[src/rtl/chip8_exec.sv]
// chip8_exec: execute stage of the CHIP-8 core.
// Owns V0-VF, I and the return stack, drops stale fetch beats by address and
// sends one-cycle PC redirects back to fetch for control flow.
// Optional feature macro: CHIP8_SHIFT_VY_EN (8XY6/8XYE shift VY instead of VX).
module chip8_exec #(
  parameter logic [11:0] RESET_PC    = 12'h000,
  parameter int          STACK_DEPTH = 16
) (
  input  logic        clk,
  input  logic        rst_n,
  input  logic        in_valid,
  output logic        in_ready,
  input  logic [15:0] in_instr,
  input  logic [11:0] in_pc,
  output logic        redirect_valid,
  output logic [11:0] redirect_pc,
  output logic [11:0] i_reg,
  output logic        illegal,
  output logic        halted,
  input  logic [3:0]  dbg_sel,
  output logic [7:0]  dbg_data
);

  localparam int IDX_W = (STACK_DEPTH > 1) ? $clog2(STACK_DEPTH) : 1;
  localparam int SP_W  = IDX_W + 1;

  typedef enum logic [0:0] {ST_RUN = 1'b0, ST_HALT = 1'b1} state_t;

  state_t            state_r, state_next_s;
  logic [7:0]        v_r [16];
  logic [11:0]       i_r;
  logic [SP_W-1:0]   sp_r;
  logic [11:0]       stack_r [STACK_DEPTH];
  logic [11:0]       exp_pc_r, exp_pc_next_s;
  logic              redirect_valid_r, illegal_r;
  logic [11:0]       redirect_pc_r;

  logic [3:0]  op_s, x_s, y_s, z_s;
  logic [7:0]  nn_s, vx_s, vy_s, shift_src_s;
  logic [11:0] nnn_s, pc_plus2_s;
  logic [8:0]  sum_s;
  logic [IDX_W-1:0] push_idx_s, top_idx_s;
  logic        accept_s, exec_s, in_ready_s;
  logic        vx_we_s, vf_we_s, i_we_s, push_s, pop_s, redir_s, illegal_s;
  logic [7:0]  vx_wd_s, vf_wd_s;
  logic [11:0] redir_pc_s;

  assign op_s        = in_instr[15:12];
  assign x_s         = in_instr[11:8];
  assign y_s         = in_instr[7:4];
  assign z_s         = in_instr[3:0];
  assign nn_s        = in_instr[7:0];
  assign nnn_s       = in_instr[11:0];
  assign vx_s        = v_r[x_s];
  assign vy_s        = v_r[y_s];
  assign pc_plus2_s  = in_pc + 12'd2;
  assign sum_s       = {1'b0, vx_s} + {1'b0, vy_s};
  assign push_idx_s  = sp_r[IDX_W-1:0];
  assign top_idx_s   = sp_r[IDX_W-1:0] - IDX_W'(1'b1);
`ifdef CHIP8_SHIFT_VY_EN
  assign shift_src_s = vy_s;
`else
  assign shift_src_s = vx_s;
`endif

  // Handshake: only accept while running and out of reset; execute only the expected address.
  assign in_ready_s  = rst_n & (state_r == ST_RUN);
  assign accept_s    = in_valid & in_ready_s;
  assign exec_s      = accept_s & (in_pc == exp_pc_r);

  assign in_ready       = in_ready_s;
  assign redirect_valid = redirect_valid_r;
  assign redirect_pc    = redirect_pc_r;
  assign illegal        = illegal_r;
  assign halted         = (state_r == ST_HALT);
  assign i_reg          = i_r;
  assign dbg_data       = v_r[dbg_sel];

  // Decode the accepted instruction into next-state and register-update controls.
  always_comb begin
    state_next_s  = state_r;
    exp_pc_next_s = exp_pc_r;
    vx_we_s = 1'b0;  vx_wd_s = 8'h00;
    vf_we_s = 1'b0;  vf_wd_s = 8'h00;
    i_we_s  = 1'b0;  push_s  = 1'b0;  pop_s = 1'b0;
    redir_s = 1'b0;  redir_pc_s = redirect_pc_r;  illegal_s = 1'b0;
    if (exec_s) begin
      exp_pc_next_s = pc_plus2_s;
      case (op_s)
        4'h0: begin
          if (nnn_s == 12'h0EE) begin
            if (sp_r == {SP_W{1'b0}}) begin
              state_next_s  = ST_HALT;
              exp_pc_next_s = exp_pc_r;
            end else begin
              pop_s         = 1'b1;
              redir_s       = 1'b1;
              redir_pc_s    = stack_r[top_idx_s];
              exp_pc_next_s = stack_r[top_idx_s];
            end
          end else begin
            illegal_s = 1'b1;
          end
        end
        4'h1: begin
          redir_s = 1'b1;  redir_pc_s = nnn_s;  exp_pc_next_s = nnn_s;
        end
        4'h2: begin
          if (sp_r == SP_W'(STACK_DEPTH)) begin
            state_next_s  = ST_HALT;
            exp_pc_next_s = exp_pc_r;
          end else begin
            push_s = 1'b1;  redir_s = 1'b1;  redir_pc_s = nnn_s;  exp_pc_next_s = nnn_s;
          end
        end
        4'h3: if (vx_s == nn_s) exp_pc_next_s = in_pc + 12'd4; else exp_pc_next_s = pc_plus2_s;
        4'h4: if (vx_s != nn_s) exp_pc_next_s = in_pc + 12'd4; else exp_pc_next_s = pc_plus2_s;
        4'h5: begin
          if (z_s != 4'h0) illegal_s = 1'b1;
          else if (vx_s == vy_s) exp_pc_next_s = in_pc + 12'd4;
          else exp_pc_next_s = pc_plus2_s;
        end
        4'h9: begin
          if (z_s != 4'h0) illegal_s = 1'b1;
          else if (vx_s != vy_s) exp_pc_next_s = in_pc + 12'd4;
          else exp_pc_next_s = pc_plus2_s;
        end
        4'h6: begin vx_we_s = 1'b1; vx_wd_s = nn_s; end
        4'h7: begin vx_we_s = 1'b1; vx_wd_s = vx_s + nn_s; end
        4'hA: i_we_s = 1'b1;
        4'hB: begin
          redir_s       = 1'b1;
          redir_pc_s    = nnn_s + {4'h0, v_r[0]};
          exp_pc_next_s = nnn_s + {4'h0, v_r[0]};
        end
        4'h8: begin
          vx_we_s = 1'b1;
          case (z_s)
            4'h0: vx_wd_s = vy_s;
            4'h1: vx_wd_s = vx_s | vy_s;
            4'h2: vx_wd_s = vx_s & vy_s;
            4'h3: vx_wd_s = vx_s ^ vy_s;
            4'h4: begin vx_wd_s = sum_s[7:0];   vf_we_s = 1'b1; vf_wd_s = {7'h00, sum_s[8]}; end
            4'h5: begin vx_wd_s = vx_s - vy_s;  vf_we_s = 1'b1; vf_wd_s = {7'h00, vx_s >= vy_s}; end
            4'h6: begin vx_wd_s = {1'b0, shift_src_s[7:1]}; vf_we_s = 1'b1; vf_wd_s = {7'h00, shift_src_s[0]}; end
            4'h7: begin vx_wd_s = vy_s - vx_s;  vf_we_s = 1'b1; vf_wd_s = {7'h00, vy_s >= vx_s}; end
            4'hE: begin vx_wd_s = {shift_src_s[6:0], 1'b0}; vf_we_s = 1'b1; vf_wd_s = {7'h00, shift_src_s[7]}; end
            default: begin vx_we_s = 1'b0; illegal_s = 1'b1; end
          endcase
        end
        default: illegal_s = 1'b1;
      endcase
    end else begin
      state_next_s = state_r;
    end
  end

  // State, architectural registers, stack and registered pulse outputs.
  always_ff @(posedge clk) begin
    if (!rst_n) begin
      state_r          <= ST_RUN;
      i_r              <= 12'h000;
      sp_r             <= {SP_W{1'b0}};
      exp_pc_r         <= RESET_PC;
      redirect_valid_r <= 1'b0;
      redirect_pc_r    <= 12'h000;
      illegal_r        <= 1'b0;
      for (int k = 0; k < 16; k++) v_r[k] <= 8'h00;
      for (int k = 0; k < STACK_DEPTH; k++) stack_r[k] <= 12'h000;
    end else begin
      state_r          <= state_next_s;
      exp_pc_r         <= exp_pc_next_s;
      redirect_valid_r <= redir_s;
      redirect_pc_r    <= redir_pc_s;
      illegal_r        <= illegal_s;
      if (i_we_s) i_r <= nnn_s;
      if (vx_we_s) v_r[x_s] <= vx_wd_s;
      // Flag write comes last so it wins when X = F.
      if (vf_we_s) v_r[15] <= vf_wd_s;
      if (push_s) begin
        stack_r[push_idx_s] <= pc_plus2_s;
        sp_r <= sp_r + SP_W'(1'b1);
      end else if (pop_s) begin
        sp_r <= sp_r - SP_W'(1'b1);
      end
    end
  end

endmodule

[config.mk]
export PLATFORM = sky130hd
export DESIGN_NAME = chip8_exec
export DESIGN_NICKNAME = d
export VERILOG_FILES = /design/src/rtl/chip8_exec.sv
export SDC_FILE = /design/constraint.sdc
export NUM_CORES = 1
export LEC_CHECK = 0
export ABC_AREA = 0
export CAP_MARGIN = 20
export CORE_UTILIZATION = 55
export CTS_BUF_LIST = sky130_fd_sc_hd__clkbuf_16
export CTS_CLUSTER_DIAMETER = 120
export DETAILED_ROUTE_END_ITERATION = 10
export MAX_ROUTING_LAYER = met4
export PLACE_DENSITY = 0.73
export SYNTH_ARGS = -nofsm -noshare
export SYNTH_HDL_FRONTEND = slang
export SYNTH_SLANG_ARGS = --single-unit
[constraint.sdc]
create_clock -name clk -period 8.7 [get_ports clk]
set_input_delay 0.87 -clock clk [delete_from_list [all_inputs] [get_ports clk]]
set_output_delay 0.87 -clock clk [all_outputs]
set_load 0.005 [all_outputs]
==> impl_results.md, run 1 <==
- Outcome: finished, final reports clean
- Setup WS post-layout: 3.10 ns
- Starting Density: 0.558
- Area of the multi-input gates: 10400 um2
- Final net count: 1888
- Worst Reg2Reg Path Length in Cells: 14
- Cells after Synth: 1787
- Worst VDD drop: 131 uV
- H-tree depth: 2
- Die Height: 200 um
- Initial antenna violation count: 1
- Post-route ant nets: 0
- Worst slew pin tran: 1.19 ns
- Vias/cell: 6.83
- All-layer global routing usage: 0.328
- Fill cells: 2937
- Highest routed layer: met4
- DRC violation count after routing: 0
- Final Hold Vio Count: 0
- Post-cts sizing count: 0
- DRT iter0 DRCs: 2077
- Num CTS Buffers: 38
- Setup Buffers After CTS: 0
- Seq/Total Area, Yosys: 0.487
- Clock sink total: 364
- Die area: 40000 um2
- EDFF count, synth: 320
- Die width: 200 um
- Crit. End Element: flop
- Io pins: 71
- CTS Buffer Depth: 3
- Hold path startpoint: exp_pc_r[9]
- Most flops, register: stack_r
- #FFs+latches synth: 364
- Commonest non-fill, non-tap cells in the layout: nor2_1, edfxtp_1, mux4_2, nand2_1, a21oi_1
- Critical Path AT: 6.03 ns
- Reg area: 10500 um2
- Crit. Startpoint: in_instr[8]
- YS warnings: 0
- Largest net degree at the start of global routing: 77
- Post-synth ARST share: 0
- CP required: 9.13 ns
- CTS tree: built
- First-pass GRT wire length: 93900 um
- Power per cell area: 176 nW/um2
- CP Class: in2reg
- P&R area growth vs syn: 10.2%
- Worst hold path type: reg2reg
- CP Launch Type: primary input
- WL final: 62800 um
- CP max FO: 29
- Core ar.: 38600 um2
- RSZ-0062 raised after global routing: no
- Most common cell after layout, fill and taps aside: nor2_1
- Clock Pin Slew Worst Setup and Hold Paths: 0.07 ns
- Setup Skew: 0.0172 ns
- Drt wl/cell: 26.9 um
- Distinct cells, synth: 81
- Vias in the first global route: 15062
- Max-cap violation count: 0
- Biggest regs: stack_r (192), v_r (128)
- Final instance area: 23700 um2
- Dpl cell area: 22600 um2
- Via count: 15943
- Share of cells above drive strength 1: 0.170
- Leak: 8.29 nW
- DP Wirelength: 42600 um
- # rows: 72
- Mapped Area: 21500 um2
- Buffers on Ports: 70
- Count of final setup violators: 0
- Avg Inst Size Synth: 12.1 um2
- Slew Limit Fails: 0
- Slack of the worst reg-to-reg path: 3.90 ns
- Relative slew slack: 0.204
- Grt total ovfl: 0
- Cell depth of the worst hold path: 2
- Hold buffer count at CTS: 0
- RR Startpoint: v_r[0][0]
- Fin crit share: 0.643
- Mapped Nets: 1885
- Tmin final: 5.60 ns
- Max reg flops: 192
- Skew-Pair Late Insertion Delay: 0.55 ns
- DR pass1 iterations: 5
- Clk Tree Root Cell: clkbuf_16
- Met3 WL: 8240 um
- Max frequency: 0.179 GHz
- GPL Wtd Cong: 0.955
- WL met1: 24100 um
- Top_reg_cell synth: edfxtp_1
- Placement Setup Slack: 2.59 ns
- Met2 WL post-DR: 28700 um
- Setup TNS Final: 0 ns
logic make-up after synthesis:
group / share of synthesized area
AO/OA/AOI/OAI: 0.0847
AND/OR/NAND/NOR: 0.131
XOR/XNOR: 0.0228
multiplexers: 0.202
adder cells (fa/ha/maj): 0.0387
buffers and inverters: 0.0339
flip-flops: 0.487
synth_stat cells (4+ instances only):
cell type / instances / share of area
nor2_1: 353 / 0.061
edfxtp_1: 320 / 0.45
mux4_2: 172 / 0.18
nand2_1: 113 / 0.020
clkbuf_1: 96 / 0.017
a21oi_1: 85 / 0.020
ha_1: 57 / 0.033
dfxtp_1: 44 / 0.041
nand3_1: 42 / 0.0098
o21ai_0: 41 / 0.0095
nor2b_1: 36 / 0.010
xnor2_1: 35 / 0.014
mux2i_1: 33 / 0.015
inv_1: 32 / 0.0056
buf_2: 23 / 0.0053
nor3_1: 21 / 0.0049
xor2_1: 21 / 0.0085
a31oi_1: 18 / 0.0052
buf_1: 17 / 0.0030
o211ai_1: 16 / 0.0056
a22oi_1: 14 / 0.0049
nand4_1: 14 / 0.0041
a211oi_1: 11 / 0.0038
a21o_1: 11 / 0.0038
mux2_2: 11 / 0.0057
o21bai_1: 10 / 0.0035
and3_1: 9 / 0.0026
o21a_1: 8 / 0.0028
nand2b_1: 7 / 0.0020
fa_1: 6 / 0.0056
a2111oi_0: 5 / 0.0020
nor3b_1: 5 / 0.0017
nor4_1: 5 / 0.0015
or4_1: 5 / 0.0017
a221oi_1: 4 / 0.0016
and2_1: 4 / 0.0012
buf_6: 4 / 0.0021
nand3b_1: 4 / 0.0014
o31ai_1: 4 / 0.0014
worst max-delay path, cell delays in order:
cell and delay, ns:
buf_2 0.76, buf_4 0.35, mux4_2 0.51, mux4_2 0.62
inv_1 0.17, ha_1 0.30, or4_1 0.62, or4_4 0.57
a31oi_2 0.29, nand2_1 0.13, mux2i_4 0.31, a21oi_2 0.10
a2111oi_2 0.29, nor2_1 0.07
power breakdown:
part | leakage [nW] | switching (mW) | total, mW | internal (mW)
registers | 3.64 | 0.0323 | 1.98 | 1.95
clock network | 0.599 | 0.696 | 1.58 | 0.887
logic | 4.05 | 0.369 | 0.615 | 0.246
total | 8.29 | 1.10 | 4.18 | 3.08
path summary, 6_finish.rpt:
check                     end
setup / recovery  exp_pc_r[5]
hold / removal    exp_pc_r[9]
setup reg to reg    v_r[2][4]
hold reg to reg   exp_pc_r[9]
per-layer routing:
metal | global-route usage | up-vias
met3 | 0.0768 | 151
met5 | - | -
met4 | 0.0978 | 0
li1 | - | 6741
met1 | 0.457 | 7894
met2 | 0.482 | 1157
final cells by class:
class	instances	area share
tap	518	0.0273
multi-input combinational	1247	0.436
timing repair buffer	106	0.0396
antenna	1	0.000105
clock buffer	38	0.0400
sequential	364	0.442
clock inverter	27	0.00954
inverter	33	0.00522
metrics by stage:
stage | util | std cells | total power [mW] | hold slack, ns
finish | 0.614 | 2334 | 4.18 | 0.492
CTS | 0.614 | 2333 | 4.16 | 0.491
floorplan | - | 1787 | 2.42 | 0.462
detailed placement | 0.584 | 2268 | 2.61 | 0.482
global placement | 0.584 | 2268 | 2.60 | 0.480
global route | 0.614 | 2334 | 4.28 | 0.524
Note: power is estimated with default switching activity, not from simulation.
==> run 2, diff against run 1 <==
clock period = 5.8 ns   (was 8.7 ns; I/O delays follow)
==> run 2 against run 1 <==
Effect of this change: non-clock buffer count rose by 36; routed wire length rose by 1.3%; global-route usage rose by 0.72 points; register-to-register slack got worse by 2.8 ns; sequential share of layout area fell by 0.78 points; combinational power rose by 54%; sequential cell count did not move; critical path type unchanged; critical endpoint unchanged.
==> impl_results.md, run 2 (synthesis gave the netlist of run 1 again) <==
- Outcome: finished, final reports clean
- Tmin final: 5.00 ns
- Clk Tree Root Cell: clkbuf_16
- Max reg flops: 192
- Hold buffer count at CTS: 0
- Crit path max-delay cell type: or4_1
- Buffers on Ports: 70
- Setup Skew: 0.0200 ns
- Io pins: 71
- Num CTS Buffers: 39
- Fin crit share: 0.862
- Vias/cell: 6.78
- ANT cells: 0
- Count of final setup violators: 0
- CP Class: in2reg
- CTS tree: built
- Leak: 8.50 nW
- Setup WS post-layout: 0.799 ns
- Worst hold margin: 0.497 ns
- DRT iter0 DRCs: 2058
- Dpl cell area: 22800 um2
- Worst slew pin tran: 1.04 ns
- Most flops, register: stack_r
- WL final: 63600 um
- # rows: 72
- GPL Wtd Cong: 1.00
- Grt total ovfl: 0
- Fill cells: 2919
- DP Wirelength: 44300 um
- Clock sink total: 364
- Worst path cell trace: buf_2, buf_4, mux4_2, mux4_2, inv_1, ha_1, or4_1, or4_4, a31oi_2, nand2_1, mux2i_4, a21oi_2, a2111oi_2, nor2_1
- Die area: 40000 um2
- Final instance area: 24200 um2
- P&R area growth vs syn: 12.2%
- Vias in the first global route: 15448
- Final Hold Vio Count: 0
- Worst hold path type: reg2reg
- Setup TNS Final: 0 ns
- Initial antenna violation count: 0
- Setup Buffers After CTS: 0
- Fin cells: 2375
- H-tree depth: 2
- Slew Limit Fails: 0
- Biggest regs: stack_r (192), v_r (128)
- Share of cells above drive strength 1: 0.190
- Max frequency: 0.200 GHz
- Largest net degree at the start of global routing: 76
- Placement Setup Slack: 0.284 ns
- Worst VDD drop: 178 uV
- Post-route ant nets: 0
- Max-cap violation count: 0
- Critical Path AT: 5.45 ns
- DRC violation count after routing: 0
- Clock Pin Slew Worst Setup and Hold Paths: 0.07 ns
- Starting Density: 0.558
- CTS Buffer Depth: 3
- Relative slew slack: 0.302
- Die Height: 200 um
- Via count: 16091
- Final net count: 1925
- DR pass1 iterations: 5
- Most common cell after layout, fill and taps aside: nor2_1
- RSZ-0062 raised after global routing: no
- All-layer global routing usage: 0.336
- Worst path most repeated cell: mux4_2
- CP max FO: 16
- Final Total Pwr: 6.49 mW
- Commonest non-fill, non-tap cells in the layout: nor2_1, edfxtp_1, mux4_2, nand2_1, a21oi_1
- Slowest stage delay, CP: 0.69 ns
- Core ar.: 38600 um2
- Drt wl/cell: 26.8 um
- CP Launch Type: primary input
- Post-cts sizing count: 0
- Placed cell count: 2303
- First-pass GRT wire length: 95700 um
- Crit. End Element: flop
- Die width: 200 um
- CP required: 6.25 ns
- Final core utilization: 0.626
- Skew-Pair Late Insertion Delay: 0.56 ns
- Power per cell area: 268 nW/um2
run 2: cell count changes in the layout (fill, tap and decap cells not counted), moves of 2 or more:
cell        before  now
inv_1           40   35
bufinv_16        3    5
clkinv_1         5    8
buf_4           36   70
clkinv_2         4    6
buf_12           0    2
clkinvlp_4       2    5
run 2: layout make-up:
type / count / area, um2 / area share
flip-flops and latches: 364 / 10500 / 0.434
multi-input cells: 1247 / 10400 / 0.429
repair buffers: 142 / 1240 / 0.0511
clock buffers: 39 / 976 / 0.0404
well taps: 518 / 648 / 0.0268
clock inverters: 32 / 337 / 0.0139
inverters: 33 / 124 / 0.00512
run 2: power breakdown:
group	total [mW]	leakage (nW)	internal (mW)	switching, mW
Combinational	0.946	4.23	0.385	0.561
Sequential	2.97	3.63	2.92	0.0494
Clock	2.57	0.638	1.47	1.10
run 2: path summary, 6_finish.rpt:
kind                                  start  slack, ns          end  cells after the start
worst max-delay path            in_instr[8]       0.80  exp_pc_r[5]                     14
worst min-delay path            exp_pc_r[9]       0.50  exp_pc_r[9]                      2
worst max register to register    v_r[0][1]       1.07  exp_pc_r[5]                     14
worst min register to register  exp_pc_r[9]       0.50  exp_pc_r[9]                      2
run 2: critical path: cells and delay by family:
family / cells / cell delay [ns]
fa+ha+maj: 1 / 0.34
buf+inv: 3 / 0.90
simple gates: 4 / 1.48
compound gates: 3 / 0.70
mux: 3 / 1.43
run 2: per-layer routing:
layer | routed length (um) | up-vias | share of wire | track usage
li1 | - | 6824 | - | -
met1 | 24700 | 7949 | 0.39 | 0.469
met2 | 28800 | 1157 | 0.45 | 0.493
met3 | 8250 | 161 | 0.13 | 0.0768
met4 | 1890 | 0 | 0.030 | 0.101
met5 | 0 | - | 0 | -
